[src/rtl/vga_flag_latch_bank.sv]
// Bank of WIDTH clocked set/clear flags for VGA control events. Each flag has optional
// input synchronisers, optional edge triggering, rise/fall pulses and a saturating rise counter.
module vga_flag_latch_bank #(
  parameter int WIDTH        = 4,
  parameter int SYNC_STAGES  = 2,
  parameter int SET_DOMINANT = 0,
  parameter int EDGE_MODE    = 0,
  parameter int CNT_W        = 8
) (
  input  logic                   clk,
  input  logic                   reset,
  input  logic [WIDTH-1:0]       set,
  input  logic [WIDTH-1:0]       clr,
  input  logic                   cnt_clear,
  output logic [WIDTH-1:0]       q,
  output logic [WIDTH-1:0]       q_rise,
  output logic [WIDTH-1:0]       q_fall,
  output logic                   any_q,
  output logic [WIDTH*CNT_W-1:0] rise_cnt
);

  localparam logic             SET_WINS = (SET_DOMINANT != 0);
  localparam logic [CNT_W-1:0] CNT_MAX  = '1;
  localparam logic [CNT_W-1:0] CNT_ONE  = CNT_W'(1);

  logic [WIDTH-1:0] s, c;    // synchronised requests
  logic [WIDTH-1:0] es, ec;  // effective requests after optional edge detection
  logic [WIDTH-1:0] n;       // next flag state
  logic [WIDTH-1:0] rise;

  generate
    if (SYNC_STAGES == 0) begin : g_nosync
      assign s = set;
      assign c = clr;
    end else begin : g_sync
      logic [WIDTH-1:0] s_chain [SYNC_STAGES];
      logic [WIDTH-1:0] c_chain [SYNC_STAGES];

      // NOTE: every flop here uses <= so all stages shift on the same edge; blocking
      // assignments would collapse the chain into a single stage.
      always_ff @(posedge clk or posedge reset) begin
        if (reset) begin
          for (int k = 0; k < SYNC_STAGES; k++) begin
            s_chain[k] <= '0;
            c_chain[k] <= '0;
          end
        end else begin
          s_chain[0] <= set;
          c_chain[0] <= clr;
          for (int k = 1; k < SYNC_STAGES; k++) begin
            s_chain[k] <= s_chain[k-1];
            c_chain[k] <= c_chain[k-1];
          end
        end
      end

      assign s = s_chain[SYNC_STAGES-1];
      assign c = c_chain[SYNC_STAGES-1];
    end

    if (EDGE_MODE != 0) begin : g_edge
      logic [WIDTH-1:0] s_d, c_d;

      always_ff @(posedge clk or posedge reset) begin
        if (reset) begin
          s_d <= '0;
          c_d <= '0;
        end else begin
          s_d <= s;
          c_d <= c;
        end
      end

      assign es = s & ~s_d;
      assign ec = c & ~c_d;
    end else begin : g_level
      assign es = s;
      assign ec = c;
    end
  endgenerate

  // Conflicting requests resolve to the configured winner; idle channels hold.
  assign n    = (es & ~ec) | (~es & ~ec & q) | (es & ec & {WIDTH{SET_WINS}});
  assign rise = n & ~q;

  always_ff @(posedge clk or posedge reset) begin
    if (reset) begin
      q      <= '0;
      q_rise <= '0;
      q_fall <= '0;
      any_q  <= 1'b0;
    end else begin
      q      <= n;
      q_rise <= rise;
      q_fall <= ~n & q;
      any_q  <= |n;
    end
  end

  logic [CNT_W-1:0] cnt [WIDTH];

  // NOTE: the counter array is ordinary flops, not RAM, so it is cleared by reset
  // like any other state; a RAM-mapped array could not be reset this way.
  always_ff @(posedge clk or posedge reset) begin
    if (reset) begin
      for (int i = 0; i < WIDTH; i++) cnt[i] <= '0;
    end else begin
      for (int i = 0; i < WIDTH; i++) begin
        if (cnt_clear)
          cnt[i] <= rise[i] ? CNT_ONE : '0;
        else if (rise[i] && cnt[i] != CNT_MAX)
          cnt[i] <= cnt[i] + CNT_ONE;
      end
    end
  end

  for (genvar gi = 0; gi < WIDTH; gi++) begin : g_cnt_out
    assign rise_cnt[gi*CNT_W +: CNT_W] = cnt[gi];
  end

endmodule

[config.mk]
export PLATFORM = sky130hd
export DESIGN_NAME = vga_flag_latch_bank
export DESIGN_NICKNAME = d
export VERILOG_FILES = /design/src/rtl/vga_flag_latch_bank.sv
export SDC_FILE = /design/constraint.sdc
export NUM_CORES = 1
export LEC_CHECK = 0
export ABC_AREA = 1
export ABC_CLOCK_PERIOD_IN_PS = 2780
export CAP_MARGIN = 30
export CORE_ASPECT_RATIO = 0.9
export CORE_MARGIN = 4
export CORE_UTILIZATION = 51
export DETAILED_ROUTE_END_ITERATION = 8
export PLACE_DENSITY = 0.79
export RECOVER_POWER = 25
export SLEW_MARGIN = 25
export SYNTH_ARGS = -nofsm -noshare
export SYNTH_HDL_FRONTEND = slang
export SYNTH_SLANG_ARGS = --single-unit
[constraint.sdc]
create_clock -name clk -period 2.78 [get_ports clk]
set_clock_uncertainty 0.2 [all_clocks]
set_input_delay 0.556 -clock clk [delete_from_list [all_inputs] [get_ports clk]]
set_output_delay 0.556 -clock clk [all_outputs]
set_load 0.005 [all_outputs]
### Yosys cells after proc, flatten, opt, wreduce, memory -nomap -nowiden

Cells that the tools add are included.

| word-level totals | value |
|---|---|
| flip-flop bits (word level) | 61 |
| output and inout bits | 45 |
| logic and storage cells | 51 |

| operators by class | value |
|---|---|
| add/sub/neg operators | 4 |
| equal/unequal tests | 4 |
| multiplexer cells | 12 |
| bitwise gates (word level) | 10 |
| reductions and logical operators | 9 |

Operators with widths:

| kind | number |
|---|---|
| 2-to-1 mux 8 bit | 8 |
| adder 8 x 1 -> 8 bit, second input constant | 4 |
| inequality test 8 bit, second input constant | 4 |
| AND 4 bit | 5 |
| inverter 4 bit | 4 |
| nonzero test 2 bit | 4 |
| logical AND 1 bit | 4 |
| 2-to-1 mux 1 bit | 4 |
| bitwise OR 4 bit | 1 |
| OR reduction 4 bit | 1 |

### Logic depth before layout (Yosys ltp)

Gate-level depths: netlist of the first run.

| depth | value |
|---|---|
| depth after elaboration | 8 |
| gate-level depth with buffers | 9 |
| mapped depth without buffers | 9 |

### Worst setup path after synthesis of the first run

Ideal clock, no wire load.

| timing | value |
|---|---|
| path type | register -> register |
| start | register cnt (netlist bit rise_cnt[0]) |
| end | register cnt (netlist bit rise_cnt[0]) |
| arrival | 1.193 ns |
| required time | 2.459 ns |
| slack | 1.266 ns |
| cell stages (with the launch flop) | 8 |
| buffers on the path | 0 |
| clock period less this slack | 1.514 ns |
| cells stage by stage | dfrtp_1 -> ha_1 -> nand2_1 -> nor2_4 -> a21oi_2 -> nor2_4 -> nand2_1 -> nand2_1 |

| between the ends | value |
|---|---|
| longest elaborated chain between the ends | 3 |
| elaborated cells between the ends (all ways) | 6 |

Ends and longest elaborated chain:

| item | line | RTL |
|---|---|---|
| start, declared | 100 | `logic [CNT_W-1:0] cnt [WIDTH];` |
| start signal, assigned by index | 110 | `cnt[i] <= rise[i] ? CNT_ONE : '0;` |
| start signal, assigned by index | 112 | `cnt[i] <= cnt[i] + CNT_ONE;` |
| adder 8 x 1 -> 8 bit or inequality test 8 bit (tied branches) | 112, 111 |  |
| 2-to-1 mux 8 bit or logical AND 1 bit (tied branches) | 111 | `else if (rise[i] && cnt[i] != CNT_MAX)` |
| 2-to-1 mux 8 bit or nonzero test 2 bit (tied branches) | -- |  |

Parallel ways exist; a longest one is shown, timed or not. The select of a mux whose other input is x is not followed.
A chain may end at the register's enable or synchronous reset.

### Worst setup path in the final report of the first run

| timing | value |
|---|---|
| start | register cnt (netlist bit rise_cnt[5]) |
| end | output port rise_cnt[5] |

RTL lines:

| item | line | RTL |
|---|---|---|
| end, declared | 19 | `output logic [WIDTH*CNT_W-1:0] rise_cnt` |

No word-level cell between the ends.

==> results of run 1 <==
[registers in the layout, summed over array words and instances, names as in the netlist]
signal / flops
g_sync.s_chain: 4
es: 4
q: 4
any_q: 1
c: 4
q_fall: 4
rise_cnt: 32
q_rise: 4
g_sync.c_chain: 4
[cell type report]
type	instances	share of cell area [%]
Clock inverter	6	1.30
Clock buffer	10	3.77
Sequential cell	61	41.8
Tap cell	67	2.29
Inverter	43	4.42
Multi-Input combinational cell	227	30.6
Timing Repair Buffer	57	15.8
[kinds of logic after synthesis]
group / after synthesis / share of synthesized area (%)
AND/OR/NAND/NOR: 194 / 31.7
flip-flops: 61 / 53.7
XOR/XNOR: 6 / 1.85
adder cells (fa/ha/maj): 4 / 1.76
buffers and inverters: 46 / 6.38
AO/OA/AOI/OAI: 23 / 4.62
[cell usage after synthesis]
library cell | n | area [um^2]
buf_2 | 1 | 5.00
nand3b_1 | 2 | 15.0
inv_1 | 40 | 150
ha_1 | 4 | 50.1
xor2_1 | 5 | 43.8
a21oi_2 | 3 | 26.3
xnor2_1 | 1 | 8.76
a21oi_1 | 7 | 35.0
nand2_2 | 6 | 37.5
nand2_1 | 101 | 379
or2_2 | 2 | 12.5
nor2_4 | 6 | 67.6
nor2_1 | 34 | 128
buf_4 | 2 | 15.0
nor3_1 | 2 | 10.0
nand3_1 | 28 | 140
nand2_4 | 2 | 22.5
nor3_2 | 1 | 10.0
nor2_2 | 2 | 12.5
inv_2 | 3 | 11.3
nand3_4 | 1 | 17.5
o21ai_1 | 2 | 10.0
o21bai_1 | 2 | 15.0
o21ai_0 | 9 | 45.0
nand4_1 | 6 | 37.5
nand3_2 | 1 | 10.0
dfrtp_1 | 61 | 1530
[per-layer routing]
| layer | GRT usage, % | vias up |
|---|---|---|
| li1 | - | 1173 |
| met1 | 25.4 | 1129 |
| met2 | 33.9 | 56 |
| met3 | 7.88 | 11 |
| met4 | 6.23 | 0 |
| met5 | 0 | - |
[where the power goes]
group	switching [mW]	internal [mW]
combinational	0.0825	0.0722
clock	0.364	0.351
sequential	0.0276	0.921
total	0.474	1.34
[path summary, 6_finish.rpt]
check                                       start            to  cells past startpoint
worst max-delay path                  rise_cnt[5]   rise_cnt[5]                      1
worst min-delay path            g_sync.s_chain[4]         es[0]                      0
max in group asynchronous                   reset  rise_cnt[27]                      3
worst max register to register        rise_cnt[0]   rise_cnt[5]                      7
worst min register to register  g_sync.s_chain[4]         es[0]                      0
min in group asynchronous                   reset  rise_cnt[18]                      2
[through the flow]
| stage | instance area [um^2] | total power [mW] |
|---|---|---|
| 3_5_place_dp | 3480 | 1.13 |
| 4_1_cts | 3670 | 1.84 |
| 2_1_floorplan | 2840 | 1.04 |
| 5_1_grt | 3650 | 1.90 |
| 3_3_place_gp | 3480 | 1.12 |
| 6_report | 3650 | 1.82 |
==> results_dict.tcl, run 1 <==
set metrics [dict create \
    outcome "complete, no violations" \
    crit_path_end_kind "output pin" \
    crit_family "buffers and inverters" \
    dr.first_iter.drc_count 135 \
    cts_resized 0 \
    rsz0062_at_grt "false" \
    io_buffers 55 \
    worstMarginPinSlew_ns 0.820 \
    setup_viol 0 \
    vias_per_cell 5.03 \
    grt_max_degree 43 \
    cp.arrival_ns 1.36 \
    ys_warn_count 0 \
    min_path_type "reg2reg" \
    pwr_density_cell_mw_per_mm2 498 \
    grtUsageTotal_pct 20.7 \
    synth_seq_cells 61 \
    syn_avg_cell_area_um2 8.51 \
    wire_per_inst_um 13.4 \
    slew_violations 0 \
    dieArea_mm2 0.00683 \
    layout.nets 414 \
    wirelength_um 6320 \
    mappedNetlistArea_mm2 0.00284 \
    p_leak_nw 1.80 \
    vdd_drop_max_mv 0.337 \
    drive_gt1_share_pct 10.4 \
    antenna_cells 0 \
    synth.distinct_cells 27 \
    start_kind "flop" \
    grt_pass1_vias 2319 \
    crit_fanout 7 \
    hold_buffers 0 \
    vias 2369 \
    syn_inst 334 \
    cpPeakStageDelay_ns 0.56 \
    cts.sinks 61 \
    fp.dieW_um 86.7 \
    wl_met3_um 372 \
    slowest_stage "clkdlybuf4s50_1" \
    overflow 0 \
    drc_errors 0 \
    final_cell_mix "nand2_1 (101), dfrtp_1 (61), clkdlybuf4s50_1 (46), inv_1 (40), nor2_1 (36)" \
    antenna_found_initial 0 \
    tns_ns 0 \
    crit_chain "clkdlybuf4s50_1" \
    cp.required_ns 2.02 \
    clockBufferDepth 2 \
    io_pins 56 \
    seq_area_mm2 0.00153 \
    cts_tree "done" \
    gp_congestion 0.857 \
    cts_root_buffer "clkbuf_8" \
    core_mm2 0.00532 \
    drtPass1Iterations 4 \
    mostFrequentLayoutCell "nand2_1" \
    met1Wirelength_um 2770 \
    fmax_mhz 472 \
    final_util_pct 68.7 \
    slew_headroom_pct 45.3 \
    hold_ws_ns 0.148 \
    routed-wl-met2_um 3090 \
    nFillCells 443 \
    clkTransAtPathRegs_ns 0.07 \
    die_y_um 78.8 \
    dp_hpwl_um 4620 \
    dp_slack_ns 0.724 \
    area_growth_pct 28.6 \
    period_needed_ns 2.12 \
    finalCritPeriodShare_pct 76.2 \
    cp_num_buf_inv 1 \
    start_util_pct 53.4 \
    grt_pass1_wl_um 10900 \
    top_layer "met4" \
    ant_nets 0 \
    h-tree-depth 3 \
    multi_input_area_mm2 0.00112 \
    syn_nets 349 \
    maxCapViolCount 0 \
    hold_viol_final 0 \
    fin_ws_ns 0.662 \
    numCtsBuffers 9 \
    synth_seq_area_share_pct 53.7 \
    cts_setup_buffers 0 \
    final_cells 471 \
    num_rows 25 \
    critPathKind "reg2out" \
    clk_latency_ns 0.34 \
    dp_cells 455 \
    r2r_slack_ns 1.10 \
]
(Power assumes the default switching activity.)
==> run 2: changes to the inputs <==
--- a/config.mk
+++ b/config.mk
@@ -6,13 +6,13 @@
 export NUM_CORES = 1
 export LEC_CHECK = 0
 export ABC_AREA = 1
-export ABC_CLOCK_PERIOD_IN_PS = 2780
+export ABC_CLOCK_PERIOD_IN_PS = 1800
 export CAP_MARGIN = 30
 export CORE_ASPECT_RATIO = 0.9
 export CORE_MARGIN = 4
-export CORE_UTILIZATION = 51
+export CORE_UTILIZATION = 46
 export DETAILED_ROUTE_END_ITERATION = 8
-export PLACE_DENSITY = 0.79
+export PLACE_DENSITY = 0.75
 export RECOVER_POWER = 25
 export SLEW_MARGIN = 25
 export SYNTH_ARGS = -nofsm -noshare
==> constraint.sdc (replaced) <==
create_clock -name clk -period 1.8 [get_ports clk]
set_clock_uncertainty 0.2 [all_clocks]
set_input_delay 0.36 -clock clk [delete_from_list [all_inputs] [get_ports clk]]
set_output_delay 0.36 -clock clk [all_outputs]
set_load 0.005 [all_outputs]
==> results_dict.tcl, run 2 (same netlist as run 1, synthesis figures left out) <==
set metrics [dict create \
    dr.first_iter.drc_count 141 \
    worstSetupPathDepth 1 \
    start_kind "flop" \
    crit_fanout 2 \
    layout.nets 453 \
    grtUsageTotal_pct 18.8 \
    p_sw_uw 726 \
    cp.required_ns 1.24 \
    r2r_cells 8 \
    numCtsBuffers 9 \
    rsz0062_at_grt "false" \
    vias 2552 \
    vias_per_cell 4.97 \
    final_util_pct 69.4 \
    crit_family "buffers and inverters" \
    crit_path_end_kind "output pin" \
    fmax_mhz 564 \
    die_y_um 82.6 \
    clockBufferDepth 2 \
    setup_viol 0 \
    slew_headroom_pct 47.1 \
    num_rows 26 \
    cpPeakStageDelay_ns 0.51 \
    drtPass1Iterations 4 \
    cp.arrival_ns 1.21 \
    clk_latency_ns 0.34 \
    tns_ns 0 \
    hold_buffers 0 \
    io_pins 56 \
    pwr_density_cell_mw_per_mm2 757 \
    largest_reg_flops 32 \
    cts_root_buffer "clkbuf_8" \
    maxCapViolCount 0 \
    overflow 0 \
    dp_hpwl_um 4250 \
    worstMarginPinSlew_ns 0.794 \
    ant_nets 0 \
    cts.sinks 61 \
    dieArea_mm2 0.00750 \
    clkTransAtPathRegs_ns 0.07 \
    vdd_drop_max_mv 0.543 \
    combinationalPowerShare_pct 9.2 \
    hold_viol_final 0 \
    dpl_cell_area_mm2 0.00352 \
    finalCritPeriodShare_pct 98.5 \
    fp.dieW_um 90.8 \
    wirelength_um 6690 \
    stdcell_area_mm2 0.00404 \
    cts_tree "done" \
    gp_congestion 0.880 \
    p_seq_share_pct 47.4 \
    grt_pass1_vias 2453 \
    grt_max_degree 62 \
    area_growth_pct 42.2 \
    critPathKind "reg2out" \
    slew_violations 0 \
    wire_per_inst_um 13.0 \
    h-tree-depth 3 \
    antenna_cells 0 \
    mostFrequentLayoutCell "nand2_1" \
    crit_chain "clkdlybuf4s50_1" \
    period_needed_ns 1.77 \
    drc_errors 0 \
    core_mm2 0.00582 \
    hold_depth 0 \
    start_util_pct 48.8 \
    cp_num_buf_inv 1 \
    grt_pass1_wl_um 10900 \
    hold_ws_ns 0.154 \
    internal-power_mw 2.33 \
    antenna_found_initial 0 \
    drive_gt1_share_pct 19.6 \
    p_sw_share_pct 23.7 \
    p_leak_nw 2.37 \
    min_path_type "reg2reg" \
    power_frac_clock_pct 43.4 \
    outcome "complete, no violations" \
    io_buffers 55 \
    final_cell_mix "nand2_1 (101), dfrtp_1 (59), inv_1 (39), buf_4 (39), nor2_1 (33)" \
    slowest_stage "clkdlybuf4s50_1" \
]
-- run 2: cell types whose count changed in the layout (fill, tap and decap cells not counted), moves of 2 or more --
cell             change
clkinvlp_4           -3
dfrtp_2              +2
buf_4               +38
clkinv_2             +2
dlymetal6s2s_1      +17
dfrtp_1              -2
dlygate4sd2_1       +11
nor2_2               +2
nor2_1               -3
bufinv_16            +2
clkdlybuf4s50_1     -28
-- run 2: final cells by class --
type                            instances  area (um^2)
Clock buffer                           10          128
Clock inverter                          6         87.6
Fill cell                             462         1780
Inverter                               43          165
Multi-Input combinational cell        227         1140
Sequential cell                        61         1530
Tap cell                               70         87.6
Timing Repair Buffer                   96          900
-- run 2: per-layer routing --
layer	vias to the layer above	GRT usage [%]	wire, um
met1	1207	22.1	2960
met4	0	8.28	125
li1	1254	-	-
met2	78	32.3	3230
met5	-	0	0
met3	13	5.71	372
-- run 2: timing repair --
item / in CTS / in global routing
setup buffers: 33 / 4
gates resized for setup: 14 / 19
setup endpoints to repair: 36 / 26
-- run 2: final timing paths --
| kind | startpoint | slack [ns] | end |
|---|---|---|---|
| worst max register to register | rise_cnt[16] | 0.09 | rise_cnt[17] |
| worst min register to register | g_sync.s_chain[4] | 0.15 | es[0] |
| max in group asynchronous | reset | 0.27 | rise_cnt[2] |
| worst max-delay path | rise_cnt[30] | 0.03 | rise_cnt[30] |
| worst min-delay path | g_sync.s_chain[4] | 0.15 | es[0] |
| min in group asynchronous | reset | 0.57 | rise_cnt[29] |
-- run 2: metrics by stage --
stage	setup slack (ns)	std cells	total power, mW
global route	0.000680	513	3.19
floorplan	0.286	334	1.60
finish	0.0275	513	3.06
global placement	0.122	460	1.74
detailed placement	0.103	460	1.74
CTS	0.00142	509	3.10
-- run 2: power by group through the flow --
| stage | Clock, mW | Sequential [mW] | Combinational [mW] |
|---|---|---|---|
| after floorplan | 0 | 1.48 | 0.117 |
| after global placement | 0 | 1.49 | 0.250 |
| after detailed placement | 0 | 1.49 | 0.252 |
| after CTS | 1.36 | 1.45 | 0.289 |
| after global routing | 1.42 | 1.46 | 0.312 |
| final | 1.33 | 1.45 | 0.281 |
==> run 3: changes to the inputs <==
--- a/config.mk
+++ b/config.mk
@@ -7,9 +7,7 @@
 export LEC_CHECK = 0
 export ABC_AREA = 1
 export ABC_CLOCK_PERIOD_IN_PS = 1800
-export CAP_MARGIN = 30
 export CORE_ASPECT_RATIO = 0.9
-export CORE_MARGIN = 4
 export CORE_UTILIZATION = 46
 export DETAILED_ROUTE_END_ITERATION = 8
 export PLACE_DENSITY = 0.75
==> results_dict.tcl, run 3 (same netlist as run 1, synthesis figures left out) <==
set metrics [dict create \
    cp.required_ns 1.24 \
    violations "DRC" \
    clk_latency_ns 0.35 \
    fp.dieW_um 84.8 \
    ant_nets 0 \
    num_rows 26 \
    final_cells 513 \
    dp_cells 460 \
    slowest_stage "clkdlybuf4s50_1" \
    nFillCells 446 \
    hold_depth 0 \
    start_util_pct 48.8 \
    crit_fanout 2 \
    r2r_slack_ns 0.13 \
    vias 2527 \
    clkTransAtPathRegs_ns 0.06 \
    antenna_cells 0 \
    power.total_mw 3.01 \
    holdPathEnd "es[3]" \
    cp.arrival_ns 1.22 \
    drtPass1Iterations 7 \
    layout.nets 453 \
    numCtsBuffers 9 \
    reg2reg_to "rise_cnt[12]" \
    maxCapViolCount 0 \
    critPathKind "reg2out" \
    cts_tree "done" \
    dp_hpwl_um 4020 \
    dieArea_mm2 0.00650 \
    io_pins 56 \
    wire_per_inst_um 12.8 \
    grt_max_degree 62 \
    overflow 0 \
    dr.first_iter.drc_count 125 \
    setup_viol 0 \
    slew_violations 0 \
    multi_input_area_mm2 0.00115 \
    worstMarginPinSlew_ns 0.809 \
    outcome "finished, violations left" \
    p_leak_nw 2.28 \
    wirelength_um 6560 \
    crit_start "rise_cnt[18]" \
    period_needed_ns 1.78 \
    finalCritPeriodShare_pct 98.7 \
    drc_errors 5 \
    area_growth_pct 42.1 \
    drive_gt1_share_pct 20.1 \
    crit_path_end_kind "output pin" \
    final_cell_mix "nand2_1 (101), dfrtp_1 (57), inv_1 (39), buf_4 (37), nor2_1 (33)" \
    grtUsageTotal_pct 22.0 \
    die_y_um 76.6 \
    cts.sinks 61 \
    slew_headroom_pct 46.1 \
    hold_viol_final 0 \
    crit_chain "clkdlybuf4s50_1" \
    fmax_mhz 563 \
    tns_ns 0 \
    io_buffers 55 \
    cp_num_buf_inv 1 \
    cts_root_buffer "clkbuf_8" \
    mostFrequentLayoutCell "nand2_1" \
    grt_pass1_vias 2426 \
    min_path_type "reg2reg" \
    min_from "g_sync.s_chain[7]" \
    vias_per_cell 4.93 \
    clockBufferDepth 2 \
    core_mm2 0.00582 \
    seq_area_mm2 0.00153 \
    grt_pass1_wl_um 11000 \
    gp_congestion 0.900 \
    vdd_drop_max_mv 0.561 \
    r2r_cells 10 \
    largest_reg_flops 32 \
    pwr_density_cell_mw_per_mm2 746 \
    cpPeakStageDelay_ns 0.51 \
    h-tree-depth 3 \
    antenna_found_initial 0 \
    crit_family "buffers and inverters" \
    r2r_start "rise_cnt[8]" \
    start_kind "flop" \
]
[run 3: stage by stage]
stage          setup WS [ns]  hold WS, ns  instance area [um^2]  util [%]
3_3_place_gp           0.115        0.132                  3520      60.4
2_1_floorplan          0.286        0.131                  2850         -
4_1_cts           0.00000544        0.150                  3980      68.3
6_report              0.0232        0.148                  4040      69.4
5_1_grt              -0.0136        0.156                  4040      69.4
3_5_place_dp           0.106        0.135                  3520      60.4
[run 3: how the worst max path moves through the flow]
stage	endpoint	slack, ns	cells past startpoint
final	rise_cnt[18]	0.02	1
after global routing	rise_cnt[18]	-0.01	1
after CTS	q[2]	0.000005	1
after detailed placement	rise_cnt[30]	0.11	7
after global placement	rise_cnt[3]	0.11	7
after floorplan	rise_cnt[0]	0.29	7
[run 3: metal layers]
| layer | vias up | part of all wire, % | global-route usage, % |
|---|---|---|---|
| li1 | 1255 | - | - |
| met1 | 1187 | 45 | 27.1 |
| met2 | 74 | 48 | 35.4 |
| met3 | 11 | 5.4 | 8.23 |
| met4 | 0 | 1.5 | 8.14 |
| met5 | - | 0 | 0 |
[run 3: cell type report]
| class | count | area share [%] |
|---|---|---|
| sequential | 61 | 37.9 |
| timing repair buffer | 96 | 22.1 |
| tap | 70 | 2.17 |
| clock inverter | 4 | 1.12 |
| inverter | 43 | 4.09 |
| multi-input combinational | 227 | 28.5 |
| clock buffer | 12 | 4.09 |
[run 3: where the power goes]
| part | switching (mW) | leakage, nW | internal [mW] | total (mW) |
|---|---|---|---|---|
| Combinational | 0.154 | 1.39 | 0.133 | 0.287 |
| Sequential | 0.0259 | 0.787 | 1.42 | 1.45 |
| Clock | 0.531 | 0.112 | 0.745 | 1.28 |
[run 3: repair_timing]
action / 4_1_cts / 5_1_grt
pin swaps: 0 / 1
setup endpoints to repair: 36 / 29
setup buffers: 34 / 3
hold buffers: 0 / 0
resized for setup: 11 / 17
